`src/rtl/axis_pgen_pkg.sv`:
```
// Shared types and constants for the AXI4-Stream video pattern source.
// Holds FSM/pattern enums, the colour-bar table and a width helper.
package axis_pgen_pkg;

    typedef enum logic [1:0] {IDLE, VBL, LINE, HBL} pgen_state_e;

    typedef enum logic [1:0] {P_HRAMP, P_DIAG, P_BARS, P_SOLID} pattern_e;

    localparam logic [23:0] BAR_COLOURS [8] = '{
        24'hFFFFFF, 24'hFFFF00, 24'h00FFFF, 24'h00FF00,
        24'hFF00FF, 24'hFF0000, 24'h0000FF, 24'h000000
    };

    // Bits needed to hold 0..max; never narrower than one bit.
    function automatic int cnt_width(input int max);
        return (max < 1) ? 1 : $clog2(max + 1);
    endfunction

endpackage

```
`src/rtl/axis_pgen_pixel.sv`:
```
// Registered pattern-to-tdata mapper for axis_video_pattern_gen.
// Fed with next-cycle x/y so tdata lines up with the registered tvalid.
module axis_pgen_pixel
    import axis_pgen_pkg::*;
#(
    parameter int DSIZE   = 24,
    parameter int HACTIVE = 1920,
    parameter int XW      = 11,
    parameter int YW      = 11
) (
    input  logic             clock,
    input  logic             rst,
    input  logic [XW-1:0]    x_i,
    input  logic [YW-1:0]    y_i,
    input  pattern_e         pattern_i,
    input  logic [DSIZE-1:0] solid_i,
    output logic [DSIZE-1:0] tdata_o
);

    localparam int BAR_W = (HACTIVE >= 8) ? HACTIVE / 8 : 1;

    logic [DSIZE-1:0] tdata_q, tdata_d;
    logic [31:0]      bar_q32;
    logic [2:0]       bar_idx;

    // Bar index is the x position divided by bar width, clamped to the last bar.
    always_comb begin
        bar_q32 = 32'(x_i) / 32'(BAR_W);
        bar_idx = (bar_q32 > 32'd7) ? 3'd7 : bar_q32[2:0];
    end

    // Select the pattern value; all results are fitted to DSIZE bits.
    always_comb begin
        tdata_d = '0;
        unique case (pattern_i)
            P_HRAMP: tdata_d = DSIZE'(x_i);
            P_DIAG:  tdata_d = DSIZE'(x_i) + DSIZE'(y_i);
            P_BARS:  tdata_d = DSIZE'(BAR_COLOURS[bar_idx]);
            P_SOLID: tdata_d = solid_i;
        endcase
    end

    // Output register for tdata.
    always_ff @(posedge clock) begin
        if (rst) begin
            tdata_q <= '0;
        end else begin
            tdata_q <= tdata_d;
        end
    end

    assign tdata_o = tdata_q;

endmodule

```
`src/rtl/axis_video_pattern_gen.sv`:
```
// AXI4-Stream video test-pattern source with line/frame blanking.
// Optional macro AXIS_PGEN_STALL_STATS_EN adds per-frame stall counters.
module axis_video_pattern_gen
    import axis_pgen_pkg::*;
#(
    parameter int DSIZE   = 24,
    parameter int HACTIVE = 1920,
    parameter int VACTIVE = 1080,
    parameter int HBLANK  = 280,
    parameter int VBLANK  = 45
) (
    input  logic             clock,
    input  logic             rst,
    input  logic             enable_i,
    input  logic [1:0]       pattern_sel_i,
    input  logic [DSIZE-1:0] solid_value_i,
    output logic [DSIZE-1:0] axis_tdata_o,
    output logic             axis_tvalid_o,
    input  logic             axis_tready_i,
    output logic             axis_tuser_o,
    output logic             axis_tlast_o,
    output logic [15:0]      frame_cnt_o,
    output logic             busy_o
`ifdef AXIS_PGEN_STALL_STATS_EN
    ,
    output logic [31:0]      stall_cnt_o,
    output logic [31:0]      last_frame_stall_o
`endif
);

    localparam int BMAX = (HBLANK > VBLANK) ? HBLANK : VBLANK;
    localparam int XW   = cnt_width(HACTIVE - 1);
    localparam int YW   = cnt_width(VACTIVE - 1);
    localparam int CW   = cnt_width(BMAX - 1);

    localparam logic [XW-1:0] X_LAST = XW'(HACTIVE - 1);
    localparam logic [YW-1:0] Y_LAST = YW'(VACTIVE - 1);
    localparam logic [CW-1:0] H_LAST = CW'(HBLANK - 1);
    localparam logic [CW-1:0] V_LAST = CW'(VBLANK - 1);

    pgen_state_e      state_q, state_d;
    logic [XW-1:0]    x_q, x_d;
    logic [YW-1:0]    y_q, y_d;
    logic [CW-1:0]    cnt_q, cnt_d;
    logic [15:0]      frame_cnt_q, frame_cnt_d;
    pattern_e         pat_q, pat_d;
    logic [DSIZE-1:0] solid_q, solid_d;
    logic             tvalid_q, tvalid_d;
    logic             tuser_q, tuser_d;
    logic             tlast_q, tlast_d;
    logic             busy_q, busy_d;
    logic             hs, line_end, launch, frame_done;

    // Next-state logic: blanking counters, x/y walk and frame sequencing.
    always_comb begin
        state_d     = state_q;
        x_d         = x_q;
        y_d         = y_q;
        cnt_d       = cnt_q;
        frame_cnt_d = frame_cnt_q;
        pat_d       = pat_q;
        solid_d     = solid_q;
        hs          = tvalid_q & axis_tready_i;
        line_end    = 1'b0;
        launch      = 1'b0;
        frame_done  = 1'b0;

        unique case (state_q)
            IDLE: begin
                if (enable_i) launch = 1'b1;
            end
            VBL: begin
                if (cnt_q == V_LAST) begin
                    cnt_d   = '0;
                    state_d = LINE;
                end else begin
                    cnt_d = cnt_q + CW'(1);
                end
            end
            LINE: begin
                if (hs) begin
                    if (x_q == X_LAST) begin
                        x_d = '0;
                        if (HBLANK == 0) line_end = 1'b1;
                        else             state_d  = HBL;
                    end else begin
                        x_d = x_q + XW'(1);
                    end
                end
            end
            HBL: begin
                if (cnt_q == H_LAST) begin
                    cnt_d    = '0;
                    line_end = 1'b1;
                end else begin
                    cnt_d = cnt_q + CW'(1);
                end
            end
        endcase

        if (line_end) begin
            if (y_q == Y_LAST) begin
                y_d         = '0;
                frame_done  = 1'b1;
                frame_cnt_d = frame_cnt_q + 16'd1;
                if (enable_i) launch  = 1'b1;
                else          state_d = IDLE;
            end else begin
                y_d     = y_q + YW'(1);
                state_d = LINE;
            end
        end

        // Pattern inputs are only sampled at a frame start.
        if (launch) begin
            pat_d   = pattern_e'(pattern_sel_i);
            solid_d = solid_value_i;
            cnt_d   = '0;
            state_d = (VBLANK == 0) ? LINE : VBL;
        end

        tvalid_d = (state_d == LINE);
        tuser_d  = tvalid_d && (x_d == '0) && (y_d == '0);
        tlast_d  = tvalid_d && (x_d == X_LAST);
        busy_d   = (state_d != IDLE);
    end

    // FSM and registered stream outputs.
    always_ff @(posedge clock) begin
        if (rst) begin
            state_q     <= IDLE;
            x_q         <= '0;
            y_q         <= '0;
            cnt_q       <= '0;
            frame_cnt_q <= '0;
            pat_q       <= P_HRAMP;
            solid_q     <= '0;
            tvalid_q    <= 1'b0;
            tuser_q     <= 1'b0;
            tlast_q     <= 1'b0;
            busy_q      <= 1'b0;
        end else begin
            state_q     <= state_d;
            x_q         <= x_d;
            y_q         <= y_d;
            cnt_q       <= cnt_d;
            frame_cnt_q <= frame_cnt_d;
            pat_q       <= pat_d;
            solid_q     <= solid_d;
            tvalid_q    <= tvalid_d;
            tuser_q     <= tuser_d;
            tlast_q     <= tlast_d;
            busy_q      <= busy_d;
        end
    end

    axis_pgen_pixel #(
        .DSIZE   (DSIZE),
        .HACTIVE (HACTIVE),
        .XW      (XW),
        .YW      (YW)
    ) u_pixel (
        .clock     (clock),
        .rst       (rst),
        .x_i       (x_d),
        .y_i       (y_d),
        .pattern_i (pat_d),
        .solid_i   (solid_d),
        .tdata_o   (axis_tdata_o)
    );

    assign axis_tvalid_o = tvalid_q;
    assign axis_tuser_o  = tuser_q;
    assign axis_tlast_o  = tlast_q;
    assign frame_cnt_o   = frame_cnt_q;
    assign busy_o        = busy_q;

`ifdef AXIS_PGEN_STALL_STATS_EN
    logic [31:0] stall_q, last_stall_q;

    // Saturating stall counter, snapshotted and cleared at frame done.
    always_ff @(posedge clock) begin
        if (rst) begin
            stall_q      <= '0;
            last_stall_q <= '0;
        end else if (frame_done) begin
            last_stall_q <= stall_q;
            stall_q      <= '0;
        end else if (tvalid_q && !axis_tready_i && (stall_q != '1)) begin
            stall_q <= stall_q + 32'd1;
        end
    end

    assign stall_cnt_o        = stall_q;
    assign last_frame_stall_o = last_stall_q;
`endif

endmodule
```
`config.mk`:
```
export PLATFORM = sky130hd
export DESIGN_NAME = axis_video_pattern_gen
export DESIGN_NICKNAME = d
export VERILOG_FILES = /design/src/rtl/axis_pgen_pkg.sv /design/src/rtl/axis_pgen_pixel.sv /design/src/rtl/axis_video_pattern_gen.sv
export SDC_FILE = /design/constraint.sdc
export NUM_CORES = 1
export LEC_CHECK = 0
export ABC_AREA = 1
export CAP_MARGIN = 5
export CORE_MARGIN = 4
export CORE_UTILIZATION = 50
export DETAILED_ROUTE_END_ITERATION = 8
export GPL_TIMING_DRIVEN = 0
export PLACE_DENSITY = 0.76
export SLEW_MARGIN = 20
export SYNTH_ARGS = -nofsm -noshare
export SYNTH_HDL_FRONTEND = slang
export SYNTH_SLANG_ARGS = --single-unit
```
`constraint.sdc`:
```
create_clock -name clock -period 3.45 [get_ports clock]
set_input_delay 1.035 -clock clock [delete_from_list [all_inputs] [get_ports clock]]
set_output_delay 1.035 -clock clock [all_outputs]
set_load 0.01 [all_outputs]
```
# Yosys cells after proc, flatten, opt, wreduce, memory -nomap -nowiden
# Memory sizes are Yosys's and may differ from the RTL's.
# Cells that the tools add are included.
# word_totals
mem_bits_ro	192
out_inout_bits	44
memories	1
register_bits	103
elab_cells	75
inputBits	30
# mem_list
memory	words	width	rd	rd_clocked_by_memory_dff	wr	line_no	text
(name not given)	8	24	1	0	0	axis_pgen_pixel.sv:38	P_BARS: tdata_d = DSIZE'(BAR_COLOURS[bar_idx]);
# op_classes
magnitude_cmp	2
muxes	29
n_div	1
bitwise	2
n_addsub	5
n_reduce_logical	11
eq_ne	12
# op_table
op	n
24-bit one-hot mux with 4 select lines	1
24-bit 2-to-1 mux	3
11-bit 2-to-1 mux	5
11-bit equality test (second input constant)	3
11-bit by 8-bit divider with 32-bit output (second input constant)	1
32-bit by 3-bit greater-than comparator with 1-bit output (second input constant)	1
11-bit by 1-bit adder with 11-bit output (second input constant)	2
11-bit logical NOT	2
9-bit 2-to-1 mux	2
9-bit one-hot mux with 2 select lines	1
16-bit by 1-bit adder with 16-bit output (second input constant)	1
2-bit 2-to-1 mux	8
11-bit by 11-bit adder with 12-bit output	1
2-bit equality test (second input constant)	5
9-bit by 1-bit adder with 9-bit output (second input constant)	1
9-bit by 6-bit equality test with 1-bit output (second input constant)	1
9-bit equality test (second input constant)	1
1-bit 2-to-1 mux	7
2-bit by 1-bit equality test with 1-bit output (second input constant)	2
4-bit greater-or-equal comparator (second input constant)	1
2-bit logical NOT	2
3-bit NOT with 4-bit output	1
2-bit one-hot mux with 2 select lines	1
2-bit nonzero test	2
5 further kinds	7

# Logic depth before layout (Yosys ltp)
# Gate-level depths: netlist of the first run.
# logic_depth
word_depth	12
depth_mapped	26
mapped_depth_nobuf	26

# By module
# Synthesis of the first run repeated with hierarchy kept, for this count alone.
# hier_totals
hier_cells	922
hier_area_um2	6259.8
# by_module_without_submodules
module	cells_each	n_inst	area_per_inst_um2
axis_video_pattern_gen	659	1	4486.8
axis_pgen_pixel	263	1	1773.0

# Least setup slack after synthesis of the first run
# No wires, ideal clock.
# synth_path
path_kind	register to register
start	register cnt_q[0]
end	register u_pixel.tdata_q[10], in the netlist u_pixel.tdata_o[10]
stages_incl_launch_ff	26
path_slack_ns	0.136
synth_period_minus_slack_ns	3.314
setup_ns	0.138
path_buffers	0
t_required_ns	3.312
arrival_time_ns	3.176
path_cell_list	dfxtp_1 > ha_1 > nand2_1 > inv_1 > nand4_1 > nor2_1 > inv_1 > nor2_1 > inv_1 > o21ai_0 > inv_1 > fa_1 > nor2_1 > o21ai_0 > nand2_1 > a21oi_1 > o21bai_1 > nand2_1 > a21oi_1 > o21ai_0 > nand2_1 > nand2_1 > nand2_1 > nand2_1 > nand3_1 > a41oi_1
# synth_between
word_cells_on_any_way	13
# synth_lines
element	line_no	text
from (decl)	axis_video_pattern_gen.sv:44	logic [CW-1:0] cnt_q, cnt_d;
from (signal assigned)	axis_video_pattern_gen.sv:146	cnt_q <= cnt_d;
9-bit equality test	axis_video_pattern_gen.sv:92	if (cnt_q == H_LAST) begin
1-bit 2-to-1 mux	axis_video_pattern_gen.sv:92	
1-bit 2-to-1 mux	axis_video_pattern_gen.sv:68	unique case (state_q)
11-bit 2-to-1 mux	axis_video_pattern_gen.sv:101	if (line_end) begin
net u_pixel.y_i[1]	axis_pgen_pixel.sv:14	input logic [YW-1:0] y_i,
11-bit by 11-bit adder with 12-bit output	axis_pgen_pixel.sv:37	P_DIAG: tdata_d = DSIZE'(x_i) + DSIZE'(y_i);
24-bit one-hot mux with 4 select lines	axis_pgen_pixel.sv:35	unique case (pattern_i)
to (signal assigned)	axis_pgen_pixel.sv:48	tdata_q <= tdata_d;
to (decl)	axis_pgen_pixel.sv:22	logic [DSIZE-1:0] tdata_q, tdata_d;
# The timed path passes the listed nets, and every way through them passes these cells.
# A chain may end at the register's enable or synchronous reset.

# Final worst setup path of the first run
# layout_path
start	register cnt_q[1]
end	register u_pixel.tdata_q[9], in the netlist u_pixel.tdata_o[9]
# Same word-level chain as after synthesis.

==> results.txt, run 1 <==
Slew Limit Headroom = 46.6%
Synth Register Bits = 103
Layout area overhead = 30.6%
Total grt overflow = 0
Sequential area share after synthesis = 37.3%
Final Cycle Share = 103%
Slew Viols, Final = 0
Leakage = 2.97 nW
TritonCTS clock tree = done
Cells after synthesis = 730
Fraction of layout cells with a size suffix above 1 = 21.6%
Mapped Nets = 783
Core Util, Final = 66.5%
Synth Cell Area = 5520 um2
Power density cells = 373 nW/um2
Initial detailed-routing violation count = 323
Most frequent cell after synthesis = nor2_1
Chip Height = 113 um
CP endpoint kind = register
Hold Crit Class = register to register
R2R setup slack = -90 ps
Maximum clock frequency = 282 MHz
Clk buf depth = 2
Synth unique cells = 53
Reg area = 2070 um2
First-pass GRT wire length = 24.5 mm
Multi-input gate area in the final layout = 3350 um2
Failing checks = negative setup slack
Cell accounting for the most synthesized area = dfxtp_1
Worst setup SP type = register
Initial Util = 50.9%
Final setup fails = 3
Ys async rst share = 0%
Final min period = 3540 ps
Crit-path max FO = 4
GRT Overall Usage = 23.7%
DR pass1 iterations = 5
Vias in the first global route = 5222
Top FF cell, synth = dfxtp_1
Via Count = 5358
Clk sink count = 103
Post-detail-place hpwl = 11.0 mm
Yosys top cell area share = 37.3%
CP max stage delay = 370 ps
Fill cells = 942
DR vias/cell = 5.41
Max-cap violations = 0
Syn_area_per_cell = 7.57 um2
Critical Path RT = 3750 ps
Final hold violation count = 0
Die footprint = 12800 um2
Slowest library cell on the worst path = dfxtp_2
Yosys warning count = 0
ANT cells = 0
Root Driver = clkbuf_8
Core Region = 10800 um2
Clk_lat worst skew = 380 ps
Initial antenna violation count = 0
Worst Path Arrival = 3840 ps
Hold slack = 494 ps
Placed instance count = 943
Setup TNS = -232 ps
Final ANT Viol Nets = 0
Hold Crit Depth = 2
CP Cell Sequence = ha_4 -> nand2_4 -> nor2_4 -> inv_2 -> nor4_4 -> nand2_2 -> nor2_4 -> a21oi_1 -> nor2_1 -> ha_2 -> a21oi_2 -> o21ai_2 -> a21oi_2 -> nor2_1 -> o21ai_1 -> nand2_1 -> buf_6 -> a21oi_4 -> o21ai_2 -> a41oi_2
Worst-Margin Slew = 793 ps
# rows = 38
IO Pins = 74
Largest net degree at the start of global routing = 17
IO buf count = 73
Setup CP Type = register to register
Final cell count without fillers = 991
Tot Pwr = 2.69 mW
Nets = 900
Drt wl/cell = 15.4 um
DR DRC count = 0
DIE WIDTH = 113 um
CTS Buf Count = 9
Worst Skew = 18.3 ps
Routed wire length = 15.2 mm
Synth top cells by count = 108 x nor2_1, 103 x dfxtp_1, 94 x inv_1, 87 x nand2_1, 52 x a21oi_1
EDFF count, synth = 0
H-tree Lvls = 3
Leading post-synthesis cells by cell area = dfxtp_1 37%, nor2_1 7.3%, inv_1 6.4%
Clk pin slew, worst setup/hold paths = 100 ps
Final Wtd Congestion = 0.975
Hold Buf Count CTS = 0
PnR worst setup slack = -94.6 ps
Status = finished with violations
RSZ-0062 raised after global routing = true
Max IR drop VDD = 231 uV
R2R depth = 20
==> worst max-delay path, delay by kind of cell (launching register included) <==
kind | cells | cell delay, ps
AND/OR/NAND/NOR | 8 | 1260
flip-flops | 1 | 370
adder cells (fa/ha/maj) | 2 | 530
buffers and inverters | 2 | 190
AO/OA/AOI/OAI | 8 | 1090
==> what timing repair did <==
| action | 4_1_cts | 5_1_grt |
|---|---|---|
| resized for setup | 51 | 51 |
| setup buffers | 24 | 11 |
| gates cloned | 0 | 0 |
| pin swaps | 17 | 47 |
| endpoints found under the setup margin | 20 | 20 |
==> state kept, by name, summed over array words and instances (netlist names) <==
register / cells
x_q: 11
axis_tlast_o: 1
solid_q: 24
axis_tuser_o: 1
frame_cnt_o: 16
cnt_q: 9
pat_q: 2
state_q: 2
busy_o: 1
y_q: 11
u_pixel.tdata_o: 24
axis_tvalid_o: 1
==> cells by family after synthesis <==
logic type	share of synthesized area, %
simple gates	31.4
buf+inv	8.34
compound gates	11.0
flops	37.3
mux	4.17
fa+ha+maj	5.35
xor+xnor	2.36
==> placed cells by master (no fill, tap or decap), types with 5 or more instances in the layout <==
master / n
nor2_1: 103
dfxtp_1: 99
inv_1: 84
nand2_1: 78
clkdlybuf4s50_1: 72
a21oi_1: 35
buf_4: 31
nand3_1: 29
mux2i_1: 23
o21ai_0: 20
nand4_1: 19
inv_2: 18
nor3_1: 17
nand2_2: 16
a21oi_2: 16
or2_1: 15
ha_1: 15
nor2_2: 11
clkbuf_8: 11
clkbuf_1: 10
nor2_4: 9
xor2_1: 9
o21ai_1: 8
nor4_1: 7
o21ai_2: 6
nand2_4: 5
nand3_4: 5
==> final timing paths <==
check / startpoint / end
worst max register to register: cnt_q[1]$_SDFFE_PP0P_ / u_pixel.tdata_o[9]$_SDFF_PP0_
worst max-delay path: cnt_q[1]$_SDFFE_PP0P_ / u_pixel.tdata_o[9]$_SDFF_PP0_
worst min-delay path: solid_q[10]$_SDFF_PP0_ / solid_q[10]$_SDFF_PP0_
worst min register to register: solid_q[10]$_SDFF_PP0_ / solid_q[10]$_SDFF_PP0_
==> per-stage QoR <==
step | setup WS [ps] | area, um2
detailed placement | -870 | 6430
global placement | -791 | 6430
CTS | -9.17 | 6960
finish | -94.6 | 7210
global route | -307 | 7210
floorplan | 136 | 5520
==> routing by layer <==
metal | wire (um) | part of all wire [%] | up-vias | track usage (%)
met4 | 263 | 1.7 | 0 | 6.33
met2 | 7630 | 50 | 179 | 41.4
met1 | 6250 | 41 | 2522 | 29.0
met3 | 1100 | 7.2 | 30 | 5.94
met5 | 0 | 0 | - | 0
li1 | - | - | 2627 | -
==> cell type report <==
type,instances,share of cell area (%)
Inverter,103,5.39
Sequential cell,103,28.7
Multi-Input combinational cell,510,46.4
Clock inverter,3,0.364
Timing Repair Buffer,106,13.6
Buffer,14,0.989
Tap cell,140,2.43
Clock buffer,12,2.15
==> where the power goes <==
group | internal (mW) | total (mW) | leakage (nW) | switching, mW
Clock | 0.304 | 0.714 | 0.0930 | 0.410
Combinational | 0.287 | 0.657 | 2.04 | 0.370
Sequential | 1.29 | 1.32 | 0.841 | 0.0336
Total | 1.88 | 2.69 | 2.97 | 0.814
No activity file was read; power rests on OpenSTA's default activity.
==> run 2: changes to the inputs <==
- CORE_UTILIZATION: 50 -> 51
- SYNTH_HIERARCHICAL: unset -> 1
==> results.txt, run 2 <==
DIE WIDTH = 119 um
IO buf count = 73
Cells after synthesis = 922
Core Region = 12000 um2
Sequential area share after synthesis = 32.9%
DR DRC count = 0
Worst Path Arrival = 3520 ps
CP max stage delay = 210 ps
Clk buf depth = 2
Power density cells = 390 nW/um2
Die footprint = 14100 um2
GRT Overall Usage = 22.3%
Chip Height = 119 um
Synth top cells by count = 192 x nand2_1, 156 x inv_1, 122 x nor2_1, 103 x dfxtp_1, 58 x a21oi_1
Post-route cell area = 7630 um2
Slew Viols, Final = 0
Most frequent cell after synthesis = nand2_1
Hold path start = cnt_q[0]$_SDFFE_PP0P_
Drt wl/cell = 13.4 um
Hold slack = 499 ps
Worst-Margin Slew = 601 ps
CP endpoint kind = register
# rows = 40
Hold Buf Count CTS = 0
Routed wire length = 15.7 mm
Commonest non-fill, non-tap cells in the layout = 189 x nand2_1, 154 x inv_1, 119 x nor2_1
Clk_lat worst skew = 350 ps
Slew Limit Headroom = 59.9%
TritonCTS clock tree = done
Setup TNS = 0 ps
Leakage = 3.47 nW
Final Cycle Share = 94.0%
Mapped Nets = 974
Max-cap violations = 0
Hold Crit Depth = 2
Initial detailed-routing violation count = 495
Largest net degree at the start of global routing = 19
DR pass1 iterations = 6
EDFF count, synth = 0
Critical Path RT = 3730 ps
CP Cell Sequence = clkbuf_2 -> nand3_4 -> inv_2 -> buf_6 -> nand3_1 -> nand2_1 -> nand2_2 -> inv_4 -> nand3_2 -> inv_1 -> ha_4 -> o21bai_4 -> nand3_4 -> nand2_1 -> nand2_2 -> o211ai_1 -> nand2_1 -> inv_1 -> nand3_4 -> a21oi_2
Root Driver = clkbuf_16
Nets = 1066
Cell accounting for the most synthesized area = dfxtp_1
DR vias/cell = 5.08
IO Pins = 74
Via Count = 5929
Max IR drop VDD = 275 uV
H-tree Lvls = 3
Total grt overflow = 0
Hold Crit Class = register to register
Vias in the first global route = 5478
Post-detail-place hpwl = 11.9 mm
Synth unique cells = 47
R2R setup slack = 300 ps
Final setup fails = 0
Synth Register Bits = 103
Syn_area_per_cell = 6.79 um2
Clk sink count = 103
Fraction of layout cells with a size suffix above 1 = 14.5%
Yosys top cell area share = 32.9%
Post-DP Area = 7170 um2
Hold endpoint = cnt_q[0]$_SDFFE_PP0P_
Final hold violation count = 0
Setup CP Type = primary input to register
Clk pin slew, worst setup/hold paths = 70 ps
Placed instance count = 1142
CTS Buf Count = 9
Ys async rst share = 0%
Worst Skew = 4.02 ps
Yosys warning count = 6
Crit-path max FO = 10
Final min period = 3240 ps
First-pass GRT wire length = 25.9 mm
Worst setup SP type = primary input
Initial antenna violation count = 0
Core Util, Final = 63.5%
Initial Util = 52.1%
RR Endpoint = u_pixel/tdata_o[6]$_SDFF_PP0_
Layout area overhead = 21.8%
Final ANT Viol Nets = 0
Most common cell after layout, fill and taps aside = nand2_1
Final Wtd Congestion = 0.947
ANT cells = 0
Maximum clock frequency = 308 MHz
R2R depth = 18
Leading post-synthesis cells by cell area = dfxtp_1 33%, nand2_1 12%, inv_1 9.4%
Synth Cell Area = 6260 um2
Final cell count without fillers = 1166
Reg2reg start = x_q[0]$_SDFF_PP0_
Top FF cell, synth = dfxtp_1
Slowest library cell on the worst path = o21bai_4
Status = completed
-- run 2: worst max path at each step --
stage | from | endpoint | slack (ps) | depth (start not counted)
after floorplan | axis_tready_i | u_pixel/tdata_o[0]$_SDFF_PP0_ | 40 | 18
after global placement | axis_tready_i | u_pixel/tdata_o[6]$_SDFF_PP0_ | -1040 | 19
after detailed placement | axis_tready_i | u_pixel/tdata_o[6]$_SDFF_PP0_ | -1070 | 18
after CTS | axis_tready_i | u_pixel/tdata_o[6]$_SDFF_PP0_ | 4 | 18
after global routing | axis_tready_i | u_pixel/tdata_o[6]$_SDFF_PP0_ | -5 | 22
final | axis_tready_i | u_pixel/tdata_o[6]$_SDFF_PP0_ | 210 | 20
-- run 2: metrics by stage --
| stage | total power, mW | setup slack, ps |
|---|---|---|
| after CTS | 3.00 | 4.18 |
| after floorplan | 1.70 | 35.5 |
| after global routing | 3.12 | -4.92 |
| after global placement | 1.91 | -1040 |
| final | 2.98 | 207 |
| after detailed placement | 1.92 | -1070 |
-- run 2: area by class of cell --
cell class	count	area, um2
Buffer	19	126
Clock buffer	10	239
Clock inverter	6	76.3
Fill cell	1097	4380
Inverter	165	624
Multi-Input combinational cell	635	3530
Sequential cell	103	2060
Tap cell	147	184
Timing Repair Buffer	81	786
-- run 2: per-layer routing --
| layer | part of all wire, % | up-vias | track usage [%] |
|---|---|---|---|
| met5 | 0 | - | 0 |
| met4 | 1.5 | 0 | 5.58 |
| met3 | 4.6 | 23 | 4.45 |
| met2 | 47 | 131 | 37.1 |
| met1 | 47 | 2694 | 29.7 |
| li1 | - | 3081 | - |
-- run 2: kinds of logic after synthesis --
group           share of synthesized area, %
compound gates                          14.4
xor+xnor                                2.10
fa+ha+maj                               4.52
buf+inv                                 12.0
flops                                   32.9
simple gates                            34.1
-- run 2: power breakdown --
group          leakage [nW]  total [mW]  switching [mW]  internal (mW)
combinational          2.48       0.601           0.347          0.254
clock                 0.149        1.08           0.482          0.594
sequential            0.842        1.30          0.0245           1.27
total                  3.47        2.97           0.854           2.12
-- run 2: critical path: cells and delay by family --
family / cells / cell delay, ps
AOI/OAI and AO/OA: 3 / 600
adders and majority gates: 1 / 200
buffers and inverters: 6 / 650
and+or+nand+nor: 10 / 1020
-- run 2: what timing repair did --
| item | CTS | global route |
|---|---|---|
| setup endpoints to repair | 24 | 19 |
| setup buffers | 4 | 4 |
| pin swaps | 3 | 9 |
| gates resized for setup | 8 | 15 |
